[src/rtl/uart_op_pkg.sv]
// Shared encodings for the UART operation engine: operation modes and FSM states.
package uart_op_pkg;

    typedef enum logic [1:0] {
        MODE_ECHO = 2'b00,
        MODE_SUM  = 2'b01,
        MODE_XOR  = 2'b10,
        MODE_MAX  = 2'b11
    } mode_t;

    typedef enum logic {
        ST_COLLECT = 1'b0,
        ST_EMIT    = 1'b1
    } state_t;

    function automatic logic is_multi_op(input mode_t m);
        return (m != MODE_ECHO);
    endfunction

endpackage

[src/rtl/uart_op_alu.sv]
// Per-byte combine: folds one received byte into the running accumulator.
module uart_op_alu
    import uart_op_pkg::*;
#(
    parameter int DATA_WIDTH  = 8,
    parameter int ECHO_OFFSET = 1
) (
    input  mode_t                 i_mode,
    input  logic [DATA_WIDTH-1:0] i_acc,
    input  logic [DATA_WIDTH-1:0] i_byte,
    input  logic                  i_first,
    output logic [DATA_WIDTH-1:0] o_next_acc,
    output logic                  o_carry
);

    localparam logic [DATA_WIDTH-1:0] OFFSET = DATA_WIDTH'(ECHO_OFFSET);

    logic [DATA_WIDTH:0]   w_sum;
    logic [DATA_WIDTH-1:0] w_base;

    // The first byte of a frame starts from zero rather than the stale accumulator
    always_comb begin
        w_base     = i_first ? {DATA_WIDTH{1'b0}} : i_acc;
        w_sum      = {1'b0, w_base} + {1'b0, i_byte};
        o_next_acc = i_byte;
        o_carry    = 1'b0;
        case (i_mode)
            MODE_ECHO: o_next_acc = i_byte + OFFSET;
            MODE_SUM: begin
                o_next_acc = w_sum[DATA_WIDTH-1:0];
                o_carry    = w_sum[DATA_WIDTH];
            end
            MODE_XOR:  o_next_acc = w_base ^ i_byte;
            MODE_MAX:  o_next_acc = (i_first || (i_byte > i_acc)) ? i_byte : i_acc;
            default:   o_next_acc = i_byte;
        endcase
    end

endmodule

[src/rtl/uart_op_engine.sv]
// Collects frames of RX bytes, combines them per the latched mode and pushes the result to TX.
module uart_op_engine
    import uart_op_pkg::*;
#(
    parameter int DATA_WIDTH  = 8,
    parameter int NUM_OPS     = 2,
    parameter int ECHO_OFFSET = 1
) (
    input  logic                  clk_100MHz,
    input  logic                  reset,
    input  logic [1:0]            mode,
    input  logic                  auto_run,
    input  logic                  step_tick,
    input  logic                  clear,
    input  logic                  rx_empty,
    input  logic [DATA_WIDTH-1:0] rx_data,
    output logic                  rd_uart,
    input  logic                  tx_full,
    output logic                  wr_uart,
    output logic [DATA_WIDTH-1:0] wr_data,
    output logic [DATA_WIDTH-1:0] result,
    output logic                  result_valid,
    output logic                  overflow,
    output logic                  busy
);

    localparam int CW = $clog2(NUM_OPS + 1);

    state_t                r_state;
    mode_t                 r_mode;
    logic [CW-1:0]         r_count;
    logic [DATA_WIDTH-1:0] r_acc;
    logic                  r_carry;
    logic [DATA_WIDTH-1:0] r_result;
    logic                  r_overflow;
    logic                  r_result_valid;

    logic                  w_first;
    mode_t                 w_mode_eff;
    logic [CW-1:0]         w_len;
    logic                  w_accept;
    logic                  w_last;
    logic                  w_write;
    logic [DATA_WIDTH-1:0] w_next_acc;
    logic                  w_alu_carry;

    // The first byte uses the live mode input because the latch only lands on that edge
    assign w_first    = (r_count == {CW{1'b0}});
    assign w_mode_eff = w_first ? mode_t'(mode) : r_mode;
    assign w_len      = is_multi_op(w_mode_eff) ? CW'(NUM_OPS) : CW'(1);
    assign w_accept   = !reset && (r_state == ST_COLLECT) && !rx_empty
                        && (auto_run || step_tick) && !clear;
    assign w_last     = ((r_count + CW'(1)) == w_len);
    assign w_write    = !reset && (r_state == ST_EMIT) && !tx_full;

    assign rd_uart      = w_accept;
    assign wr_uart      = w_write;
    assign wr_data      = r_acc;
    assign result       = r_result;
    assign result_valid = r_result_valid;
    assign overflow     = r_overflow;
    assign busy         = (r_state == ST_EMIT) || (r_count != {CW{1'b0}});

    uart_op_alu #(
        .DATA_WIDTH  (DATA_WIDTH),
        .ECHO_OFFSET (ECHO_OFFSET)
    ) u_alu (
        .i_mode     (w_mode_eff),
        .i_acc      (r_acc),
        .i_byte     (rx_data),
        .i_first    (w_first),
        .o_next_acc (w_next_acc),
        .o_carry    (w_alu_carry)
    );

    // Frame collection / emission state machine
    always_ff @(posedge clk_100MHz or posedge reset) begin
        if (reset) begin
            r_state        <= ST_COLLECT;
            r_mode         <= MODE_ECHO;
            r_count        <= {CW{1'b0}};
            r_acc          <= {DATA_WIDTH{1'b0}};
            r_carry        <= 1'b0;
            r_result       <= {DATA_WIDTH{1'b0}};
            r_overflow     <= 1'b0;
            r_result_valid <= 1'b0;
        end else begin
            r_result_valid <= 1'b0;
            case (r_state)
                ST_COLLECT: begin
                    if (clear) begin
                        r_count <= {CW{1'b0}};
                        r_acc   <= {DATA_WIDTH{1'b0}};
                        r_carry <= 1'b0;
                    end else if (w_accept) begin
                        if (w_first) begin
                            r_mode <= mode_t'(mode);
                        end
                        r_acc   <= w_next_acc;
                        r_carry <= w_first ? w_alu_carry : (r_carry | w_alu_carry);
                        r_count <= r_count + CW'(1);
                        if (w_last) begin
                            r_state <= ST_EMIT;
                        end
                    end
                end
                ST_EMIT: begin
                    if (w_write) begin
                        r_result       <= r_acc;
                        r_overflow     <= r_carry;
                        r_result_valid <= 1'b1;
                        r_count        <= {CW{1'b0}};
                        r_state        <= ST_COLLECT;
                    end
                end
                default: r_state <= ST_COLLECT;
            endcase
        end
    end

endmodule

[config.mk]
export PLATFORM = sky130hd
export DESIGN_NAME = uart_op_engine
export DESIGN_NICKNAME = d
export VERILOG_FILES = /design/src/rtl/uart_op_pkg.sv /design/src/rtl/uart_op_alu.sv /design/src/rtl/uart_op_engine.sv
export SDC_FILE = /design/constraint.sdc
export NUM_CORES = 1
export LEC_CHECK = 0
export ABC_AREA = 1
export BUFFER_PORTS_ARGS = -buffer_cell sky130_fd_sc_hd__buf_2
export CORE_ASPECT_RATIO = 1.1
export CORE_MARGIN = 8
export CORE_UTILIZATION = 50
export CTS_CLUSTER_DIAMETER = 50
export DETAILED_ROUTE_END_ITERATION = 10
export PLACE_DENSITY = 0.73
export SETUP_SLACK_MARGIN = 0.05
export SYNTH_ARGS = -nofsm -noshare
export SYNTH_HDL_FRONTEND = slang
export SYNTH_SLANG_ARGS = --single-unit
[constraint.sdc]
create_clock -name clk_100MHz -period 5.9 [get_ports clk_100MHz]
set_input_delay 0.59 -clock clk_100MHz [delete_from_list [all_inputs] [get_ports clk_100MHz]]
set_output_delay 0.59 -clock clk_100MHz [all_outputs]
set_load 0.05 [all_outputs]
Word-level counts from Yosys, hierarchy flattened
Cells that the tools add are included.

Register bits: 24. Output and inout bits: 21.

Add/subtract/negate cells: 3. $lt $le $gt $ge: 1. Equality and inequality tests: 7. Multiplexer cells: 22. Bitwise operators: 4. Reduce and logical (&&, ||, !) cells: 23.

Operators by type and width (count): $mux W8 (4); $pmux W8 S4 (1); $mux W1 (10); $mux W2 (5); $add A8 B8 Y9 (1); $add A8 B1 Y8 const B (1); $gt A8 B8 Y1 (1); $xor A8 B8 Y8 (1); $logic_and A1 B1 Y1 (6); $reduce_and A2 Y1 (3); $reduce_and A3 Y1 (2); $reduce_bool A2 Y1 (3); $eq A2 B2 Y1 const B (2); $logic_not A1 Y1 (4); $logic_not A2 Y1 (2); $pmux W2 S2 (1); $logic_or A1 B1 Y1 (3); $ne A3 B2 Y1 const B (1); $ne A3 B3 Y1 const B (1); $add A2 B1 Y2 const B (1); $eq A2 B1 Y1 const B (1); $eq A2 B2 Y1 (1); $ne A2 B2 Y1 const B (1); $not A1 Y1 (2); other kinds (2) (2).

Depth between registers and ports, before layout
Gate-level depths: netlist (run 1).

Depth after elaboration: 9. Gate-level depth with buffers: 16. Depth with buffers taken out: 15.

Hierarchy
Synthesis (run 1) repeated with hierarchy kept, for this count alone.

Cell total of the unflattened synthesis: 314. Area total of the unflattened synthesis: 2120.8 um^2.

By module, submodules not included: uart_op_engine (instances 1, cells an instance 132, area an instance 1084.8 um^2, sequential area each 600.6 um^2); uart_op_alu (instances 1, cells an instance 182, area an instance 1036.0 um^2, sequential area each 0.0 um^2).

Worst setup path after synthesis (run 1)
OpenSTA, ideal clock, no wires.

Path type: in2out. Start point: input port reset. End point: output port rd_uart. Data arrival time: 1.837 ns. Required time: 5.310 ns. Setup slack: 3.473 ns. Stages: 3. Path buffers: 0. Cell sequence: inv_1 nand3_1 inv_1.

Cells in the longest elaborated chain, start to end: 5.

RTL lines: from (decl) (RTL line uart_op_engine.sv:10) `input logic reset,`; $logic_not A1 Y1 (no source line); $logic_and A1 B1 Y1 (2 in a row) (RTL line uart_op_engine.sv:51) `assign w_accept = !reset && (r_state == ST_COLLECT) && !rx_empty`; $logic_and A1 B1 Y1 (2 in a row) (RTL line uart_op_engine.sv:52) `&& (auto_run || step_tick) && !clear;`; to (decl) (RTL line uart_op_engine.sv:17) `output logic rd_uart,`.

No other way between the ends.

Worst setup path in the final report (run 1)
Ends and elaborated chain as after synthesis.

==> results of run 1 <==
==> final timing paths <==
| kind | to | slack, ns |
|---|---|---|
| max in group asynchronous | result[2] | 4.81 |
| min in group asynchronous | result_valid | 0.53 |
| min reg2reg | overflow | 0.47 |
| max reg2reg | wr_data[6] | 3.23 |
| min | overflow | 0.47 |
| max | rd_uart | 3.07 |
==> worst max-delay path, stage by stage <==
cell	delay, ns
buf_2	0.12
inv_1	0.65
nand3_1	0.34
inv_1	0.24
buf_2	0.30
==> power groups by stage <==
stage | clock [mW] | combinational, mW | sequential, mW
5_1_grt | 0.147 | 0.556 | 0.250
3_5_place_dp | 0 | 0.501 | 0.246
4_1_cts | 0.141 | 0.503 | 0.243
6_report | 0.141 | 0.502 | 0.243
3_3_place_gp | 0 | 0.496 | 0.245
2_1_floorplan | 0 | 0.247 | 0.380
==> logic make-up after synthesis <==
kind of cell / Yosys count / synth area share [%]
flip-flops: 24 / 30.3
buffers and inverters: 47 / 9.02
XOR/XNOR: 4 / 1.77
AND/OR/NAND/NOR: 159 / 34.2
AO/OA/AOI/OAI: 45 / 12.4
adder cells (fa/ha/maj): 19 / 12.4
==> cells in the final DEF (no fill, tap or decap), types with 2 or more instances in the layout <==
cell / instances
nand3b_1: 4
buf_2: 37
a21oi_1: 10
nand2_1: 105
nand3_1: 19
clkbuf_8: 3
o21ai_2: 3
dfrtp_1: 24
o21ai_1: 2
nand4_1: 3
ha_1: 18
nand2_2: 2
xor2_1: 3
nor3_1: 3
o21ai_0: 26
nor2_1: 20
o31ai_1: 2
inv_1: 42
==> registers in the layout (all words and copies together) (netlist names) <==
signal	cells
wr_data	8
overflow	1
r_state	1
result_valid	1
r_carry	1
result	8
r_count	2
r_mode	2
==> metal layers <==
layer / part of all wire [%] / vias to the layer above
li1: - / 1029
met1: 47 / 844
met2: 47 / 48
met3: 5.2 / 4
met4: 1.1 / 0
met5: 0 / -
==> area by class of cell <==
class                           instances  area, µm²
Sequential cell                        24        601
Fill cell                             366       1580
Tap cell                               52       65.1
Timing Repair Buffer                   37        185
Clock inverter                          1       30.0
Clock buffer                            3       41.3
Multi-Input combinational cell        227       1200
Inverter                               44        165
==> metrics by stage <==
stage | setup WS, ns | total power [mW] | area [µm²] | utilization [%] | std cells
final | 3.07 | 0.885 | 2290 | 59.1 | 388
after CTS | 3.04 | 0.887 | 2290 | 59.1 | 388
after global routing | 2.80 | 0.953 | 2290 | 59.1 | 388
after global placement | 3.07 | 0.741 | 2220 | 57.3 | 384
after detailed placement | 3.04 | 0.747 | 2220 | 57.3 | 384
after floorplan | 3.47 | 0.627 | 1980 | - | 298
==> flow_metrics.py, run 1 <==
metrics = {
    "run_status": {
        "status": "finished clean",
    },
    "global_routing": {
        "grt.busiest_layer": "met2",
        "met3_usage_pct": 2.30,
        "gr-usage-met2_pct": 27.2,
        "grt_pass1_wl_um": 8220,
        "grt_max_degree": 27,
        "overflow": 0,
        "grt_pass1_vias": 1813,
        "grt.total_usage_pct": 15.8,
        "use_met1_pct": 19.8,
        "grt_antenna_before_repair": 0,
    },
    "logic_synthesis": {
        "syn-cell-area_mm2": 0.00198,
        "synth_nets": 334,
        "synth_top_cell_by_area": "dfrtp_1",
        "synth_flop_cell": "dfrtp_1",
        "ys_types": 27,
        "ys_top_cells_by_count": "nand2_1 (105), inv_1 (42), o21ai_0 (26)",
        "async_flop_share_pct": 100,
        "synth_top_area_share_pct": 30.3,
        "synth_most_common_cell": "nand2_1",
        "netlist_top_cells_area": "dfrtp_1 (30%), nand2_1 (20%), ha_1 (11%)",
        "synthCells": 298,
        "synth_edf_count": 0,
        "seq_area_frac_synth_pct": 30.3,
        "ys_seq_elements": 24,
        "synth_warnings": 0,
        "postSynthAreaPerCell_um2": 6.65,
    },
    "clock_network": {
        "root_buffer": "clkbuf_8",
        "cts_resized": 0,
        "postCtsHoldBufs": 0,
        "clock_path_buffers": 2,
        "cts_buffers": 3,
        "clock_latency_ns": 0.27,
        "cts.htree.levels": 1,
        "clk_pin_slew_ns": 0.08,
        "postCtsSetupBuffers": 0,
        "cts_tree": "yes",
        "clkSinkCount": 24,
    },
    "setup_path": {
        "startpoint": "reset",
        "crit_path_max_fanout": 26,
        "r2r_start": "r_count[0]",
        "worstSetupEndpointType": "output pin",
        "cp.arrival_ns": 2.24,
        "crit_required_ns": 5.31,
        "worstSetupStartpointType": "input pin",
        "reg2reg_depth": 13,
        "crit_type": "in2out",
    },
    "floorplanning": {
        "core_mm2": 0.00387,
        "die_w_um": 76.0,
        "num_io_pins": 38,
        "start_util_pct": 51.2,
        "fp-row-count": 24,
        "die-area_mm2": 0.00624,
        "die_h_um": 82.1,
    },
    "sta": {
        "fin_crit_ns": 2.83,
        "relSlewSlack_pct": 39.9,
        "maxSlewViolCount": 0,
        "rsz0062_at_grt": "false",
        "finalCritPeriodShare_pct": 47.9,
        "skew_ns": 0.00766,
        "tightest_slew_ns": 0.900,
        "whs_ns": 0.474,
        "setup_viol": 0,
        "hold_viol": 0,
        "fmax_mhz": 354,
        "tns_ns": 0,
    },
    "final_layout": {
        "area_growth_pct": 15.5,
        "drive_gt1_share_pct": 14.9,
        "final_nets": 373,
        "diodes": 0,
    },
    "power": {
        "irDropWorstVdd_v": 0.000145,
        "power_switching_mw": 0.453,
        "power_density_mw_per_mm2": 386,
        "p_sw_share_pct": 51.2,
        "power_frac_comb_pct": 56.7,
        "p_leak_nw": 1.30,
        "p_int_mw": 0.432,
        "power_frac_seq_pct": 27.4,
        "power_frac_clock_pct": 15.9,
    },
    "place": {
        "numPortBuffers": 37,
        "gp_congestion": 0.864,
        "dpl.hpwl_um": 3970,
    },
    "route": {
        "vias_per_cell": 4.96,
        "wl_per_cell_um": 12.4,
        "drc": 0,
        "ant_nets": 0,
        "vias": 1925,
        "detail_route.iter0.violations": 114,
        "firstDrtPassIters": 4,
        "routed_wl_um": 4810,
    },
    "hold_path": {
        "min_path_cells": 2,
        "min_from": "overflow",
        "hp-class": "reg2reg",
    },
    "run": {
        "cap_viol_max_count": 0,
    },
}
No activity file was read; power rests on OpenSTA's default activity.
==> run 2, diff against run 1 <==
- clock period: 5.9 -> 2.8 ns (I/O delays scaled with it)
==> flow_metrics.py, run 2 (synthesized netlist as in run 1, its figures left out) <==
metrics = {
    "setup_path": {
        "reg2reg_depth": 13,
        "ff2ff_setup_slack_ns": 0.43,
        "crit_type": "reg2reg",
        "worstSetupEndpointType": "flip-flop",
        "cp_common_cell": "nand2_1",
        "crit_path_max_incr_delay_ns": 0.42,
        "startpoint": "r_count[0]",
        "crit_end": "r_carry",
        "cp.arrival_ns": 2.53,
        "worstSetupStartpointType": "flip-flop",
        "path_depth": 13,
        "crit_required_ns": 2.96,
        "path_cells": "inv_1 -> ha_1 -> nor2_1 -> ha_1 -> fa_1 -> nand2_1 -> nand3_1 -> nand2_1 -> nor3_1 -> o21ai_0 -> nand2_1 -> nand2_1 -> nand2_1",
        "r2r_end": "r_carry",
        "cp_num_buf_inv": 1,
        "crit_path_max_fanout": 6,
        "cp_slowest_cell": "fa_1",
        "cp_top_family": "adder cells",
        "r2r_start": "r_count[0]",
    },
    "hold_path": {
        "min_from": "tx_full",
        "hp-class": "in2reg",
    },
    "power": {
        "power_density_mw_per_mm2": 783,
        "irDropWorstVdd_v": 0.000277,
        "p_leak_nw": 1.30,
    },
    "place": {
        "dp_cells": 386,
        "numPortBuffers": 37,
        "gp_congestion": 0.875,
        "dpl.hpwl_um": 4220,
    },
    "sta": {
        "rsz0062_at_grt": "false",
        "maxSlewViolCount": 0,
        "tns_ns": 0,
        "fmax_mhz": 421,
        "finalCritPeriodShare_pct": 84.8,
        "whs_ns": 0.209,
        "hold_viol": 0,
        "relSlewSlack_pct": 55.9,
        "setup_viol": 0,
        "skew_ns": 0.00163,
        "fin_crit_ns": 2.37,
        "tightest_slew_ns": 0.659,
    },
    "floorplanning": {
        "core_mm2": 0.00387,
        "die-area_mm2": 0.00624,
        "die_h_um": 82.1,
        "num_io_pins": 38,
        "start_util_pct": 51.2,
        "die_w_um": 76.0,
        "fp-row-count": 24,
    },
    "route": {
        "firstDrtPassIters": 4,
        "vias": 1944,
        "wl_per_cell_um": 12.8,
        "vias_per_cell": 4.97,
        "drc": 0,
        "routed_wl_um": 4990,
        "detail_route.iter0.violations": 114,
        "ant_nets": 0,
    },
    "final_layout": {
        "mostFrequentLayoutCell": "nand2_1",
        "diodes": 0,
        "drive_gt1_share_pct": 15.3,
        "multi_input_area_mm2": 0.00120,
        "register_area_um2": 601,
        "area_growth_pct": 16.0,
        "final_cells": 391,
        "final_cell_mix": "nand2_1 (105), inv_1 (42), buf_2 (37)",
        "final_nets": 376,
        "n_fill_cell": 390,
    },
    "clock_network": {
        "root_buffer": "clkbuf_8",
        "postCtsSetupBuffers": 0,
        "cts_buffers": 3,
        "cts_tree": "yes",
        "clkSinkCount": 24,
        "cts.htree.levels": 1,
        "clock_path_buffers": 2,
        "clock_latency_ns": 0.26,
        "clk_pin_slew_ns": 0.08,
    },
    "run": {
        "cap_viol_max_count": 0,
    },
    "global_routing": {
        "grt_pass1_wl_um": 8470,
        "grt_pass1_vias": 1867,
        "grt_antenna_before_repair": 0,
        "grt_max_degree": 20,
        "grt.total_usage_pct": 16.3,
        "overflow": 0,
    },
    "run_status": {
        "status": "finished clean",
    },
}
-- run 2: changes by cell type in the layout (fill, tap and decap cells not counted), sizes merged --
cell and delta:
clkbuf +1, bufinv -1, dlygate4sd3 +1, buf +2
-- run 2: worst min-delay path by stage --
stage	to	slack, ns	depth (start not counted)
final	result_valid	0.21	2
after floorplan	overflow	0.31	1
after CTS	result_valid	0.21	2
after detailed placement	r_carry	0.25	2
after global placement	r_carry	0.24	2
after global routing	result_valid	0.21	2
-- run 2: per-stage QoR --
step	util [%]	area (µm²)	setup WS (ns)	total power, mW
final	59.4	2300	0.427	1.80
after global routing	59.4	2300	0.246	1.95
after CTS	59.4	2300	0.447	1.81
after detailed placement	57.7	2230	0.459	1.58
after global placement	57.7	2230	0.485	1.57
after floorplan	-	1980	0.515	1.32
-- run 2: cell type report --
| cell class | instances | area share, % |
|---|---|---|
| inverter | 44 | 7.18 |
| timing repair buffer | 40 | 9.14 |
| multi-input combinational | 227 | 52.3 |
| clock buffer | 4 | 2.39 |
| sequential | 24 | 26.1 |
| tap | 52 | 2.83 |
-- run 2: timing repair --
item,in CTS,in global routing
hold buffers,1,0
endpoints found under the hold margin,5,0
gates resized for setup,0,0
-- run 2: routing by layer --
layer,global-route usage (%),up-vias,wire (µm)
met5,0,-,0
met4,5.49,0,66
met3,2.41,6,246
met2,28.4,39,2360
met1,20.3,861,2330
li1,-,1038,-
-- run 2: power by group --
part | leakage (nW) | internal (mW) | switching (mW) | total, mW
clock | 0.0288 | 0.125 | 0.103 | 0.229
combinational | 0.951 | 0.274 | 0.785 | 1.06
sequential | 0.322 | 0.451 | 0.0617 | 0.513
total | 1.30 | 0.851 | 0.950 | 1.80
-- run 2: worst reg2reg max path, delay by kind of cell (launching register included) --
kind            cells  cell delay [ns]
compound gates      1             0.23
fa+ha+maj           3             0.92
buf+inv             1             0.09
flops               1             0.40
simple gates        8             0.62
==> run 3, diff against run 2 <==
- PLACE_DENSITY: 0.73 -> 0.76
- clock period: 2.8 -> 2.1 ns (I/O delays scaled with it)
==> flow_metrics.py, run 3 (synthesized netlist as in run 1, its figures left out) <==
metrics = {
    "sta": {
        "rsz0062_at_grt": "true",
        "tns_ns": -0.000480,
        "skew_ns": 0.00809,
        "fmax_mhz": 476,
        "setup_ws_ns": -0.000480,
        "tightest_slew_ns": 0.390,
        "fin_crit_ns": 2.10,
        "maxSlewViolCount": 0,
        "relSlewSlack_pct": 73.8,
        "hold_viol": 0,
        "setup_viol": 1,
        "finalCritPeriodShare_pct": 100,
    },
    "place": {
        "dpl.hpwl_um": 4230,
        "gp_congestion": 0.923,
        "numPortBuffers": 37,
        "placed_cell_area_mm2": 0.00226,
    },
    "clock_network": {
        "cts_buffers": 3,
        "clock_latency_ns": 0.27,
        "cts.htree.levels": 1,
        "clkSinkCount": 24,
        "root_buffer": "clkbuf_8",
        "cts_tree": "yes",
        "clk_pin_slew_ns": 0.09,
        "clock_path_buffers": 2,
    },
    "run": {
        "cap_viol_max_count": 0,
    },
    "floorplanning": {
        "core_mm2": 0.00387,
        "num_io_pins": 38,
        "fp-row-count": 24,
        "start_util_pct": 51.2,
        "die-area_mm2": 0.00624,
        "die_h_um": 82.1,
        "die_w_um": 76.0,
    },
    "global_routing": {
        "grt.total_usage_pct": 16.5,
        "grt_antenna_before_repair": 0,
        "overflow": 0,
        "grt_pass1_wl_um": 8550,
        "grt_max_degree": 19,
        "grt_pass1_vias": 1927,
    },
    "setup_path": {
        "worstSetupStartpointType": "flip-flop",
        "cp_common_cell": "nand2_1",
        "path_cells": "inv_2 -> ha_4 -> nor2_4 -> ha_4 -> fa_2 -> nand2_2 -> nand3_2 -> nand3b_1 -> nand2_1 -> nand2_1 -> nand3_1 -> nand2_1 -> nand3_1 -> nand2_1",
        "cp.arrival_ns": 2.32,
        "worstSetupEndpointType": "flip-flop",
        "crit_path_max_incr_delay_ns": 0.42,
        "cp_slowest_cell": "fa_2",
        "crit_required_ns": 2.32,
        "cp_top_family": "adder cells",
        "crit_type": "reg2reg",
        "cp_num_buf_inv": 1,
        "crit_path_max_fanout": 8,
    },
    "route": {
        "ant_nets": 0,
        "wl_per_cell_um": 13.6,
        "firstDrtPassIters": 4,
        "vias_per_cell": 5.10,
        "routed_wl_um": 5530,
        "vias": 2067,
        "drc": 0,
        "detail_route.iter0.violations": 128,
    },
    "run_status": {
        "status": "complete, but fails checks",
        "violations": "negative setup slack",
    },
    "final_layout": {
        "final_nets": 390,
        "stdcell_area_mm2": 0.00252,
        "area_growth_pct": 27.3,
        "mostFrequentLayoutCell": "nand2_1",
        "final_cell_mix": "nand2_1 (104), inv_1 (40), buf_2 (37)",
        "diodes": 0,
        "drive_gt1_share_pct": 22.7,
        "final_util_pct": 65.1,
    },
    "power": {
        "p_leak_nw": 1.39,
        "power_density_mw_per_mm2": 1070,
        "irDropWorstVdd_v": 0.000428,
    },
    "hold_path": {
        "hp-class": "in2async",
    },
}
run 3: cell types whose count changed in the layout (fill, tap and decap cells not counted), sizes merged:
| cell | before | now |
|---|---|---|
| buf | 39 | 53 |
| bufinv | 0 | 1 |
| clkbuf | 4 | 3 |
run 3: where the power goes:
| part | internal, mW | switching [mW] | total (mW) |
|---|---|---|---|
| sequential | 0.601 | 0.0841 | 0.685 |
| combinational | 0.478 | 1.13 | 1.61 |
| clock | 0.255 | 0.154 | 0.410 |
run 3: timing repair:
| action | 4_1_cts | 5_1_grt |
|---|---|---|
| setup buffers | 2 | 10 |
| setup endpoints to repair | 5 | 10 |
| resized for setup | 1 | 19 |
| hold buffers | 1 | 0 |
| endpoints found under the hold margin | 6 | 0 |
| pin swaps | 0 | 13 |
run 3: final cells by class:
cell class | count | area [µm²]
clock buffer | 3 | 41.3
clock inverter | 1 | 30.0
fill | 348 | 1350
inverter | 44 | 165
multi-input combinational | 227 | 1310
sequential | 24 | 601
tap | 52 | 65.1
timing repair buffer | 54 | 315
run 3: routing by layer:
metal  global-route usage, %  routed length (µm)
met1                    18.1                2400
met2                    31.2                2700
met3                    3.17                 295
met4                    6.47                 126
met5                       0                   0
run 3: worst reg2reg max path: stages (launching register included):
cell      delay, ns
dfrtp_1        0.41
inv_2          0.09
ha_4           0.20
nor2_4         0.05
ha_4           0.17
fa_2           0.42
nand2_2        0.08
nand3_2        0.09
nand3b_1       0.12
nand2_1        0.05
nand2_1        0.06
nand3_1        0.06
nand2_1        0.06
nand3_1        0.08
nand2_1        0.09
run 3: per-stage QoR:
stage | std cells | hold slack (ns) | total power, mW | setup WS [ns]
CTS | 395 | 0.0465 | 2.57 | 0.0219
global placement | 388 | 0.198 | 2.11 | 0.0695
finish | 405 | 0.0551 | 2.70 | -0.000480
global route | 405 | 0.0817 | 2.88 | -0.111
detailed placement | 388 | 0.200 | 2.14 | -0.00390
floorplan | 298 | 0.242 | 1.78 | 0.0654
run 3: path summary, 6_finish.rpt:
path / startpoint / endpoint / slack, ns / cells past startpoint
setup / recovery: r_count[0] / wr_data[6] / -0.0005 / 14
hold / removal: reset / overflow / 0.06 / 3
setup reg to reg: r_count[0] / wr_data[6] / -0.0005 / 14
hold reg to reg: overflow / overflow / 0.47 / 2
max in group asynchronous: reset / wr_data[6] / 1.36 / 3
min in group clk_100MHz: tx_full / result_valid / 0.12 / 2
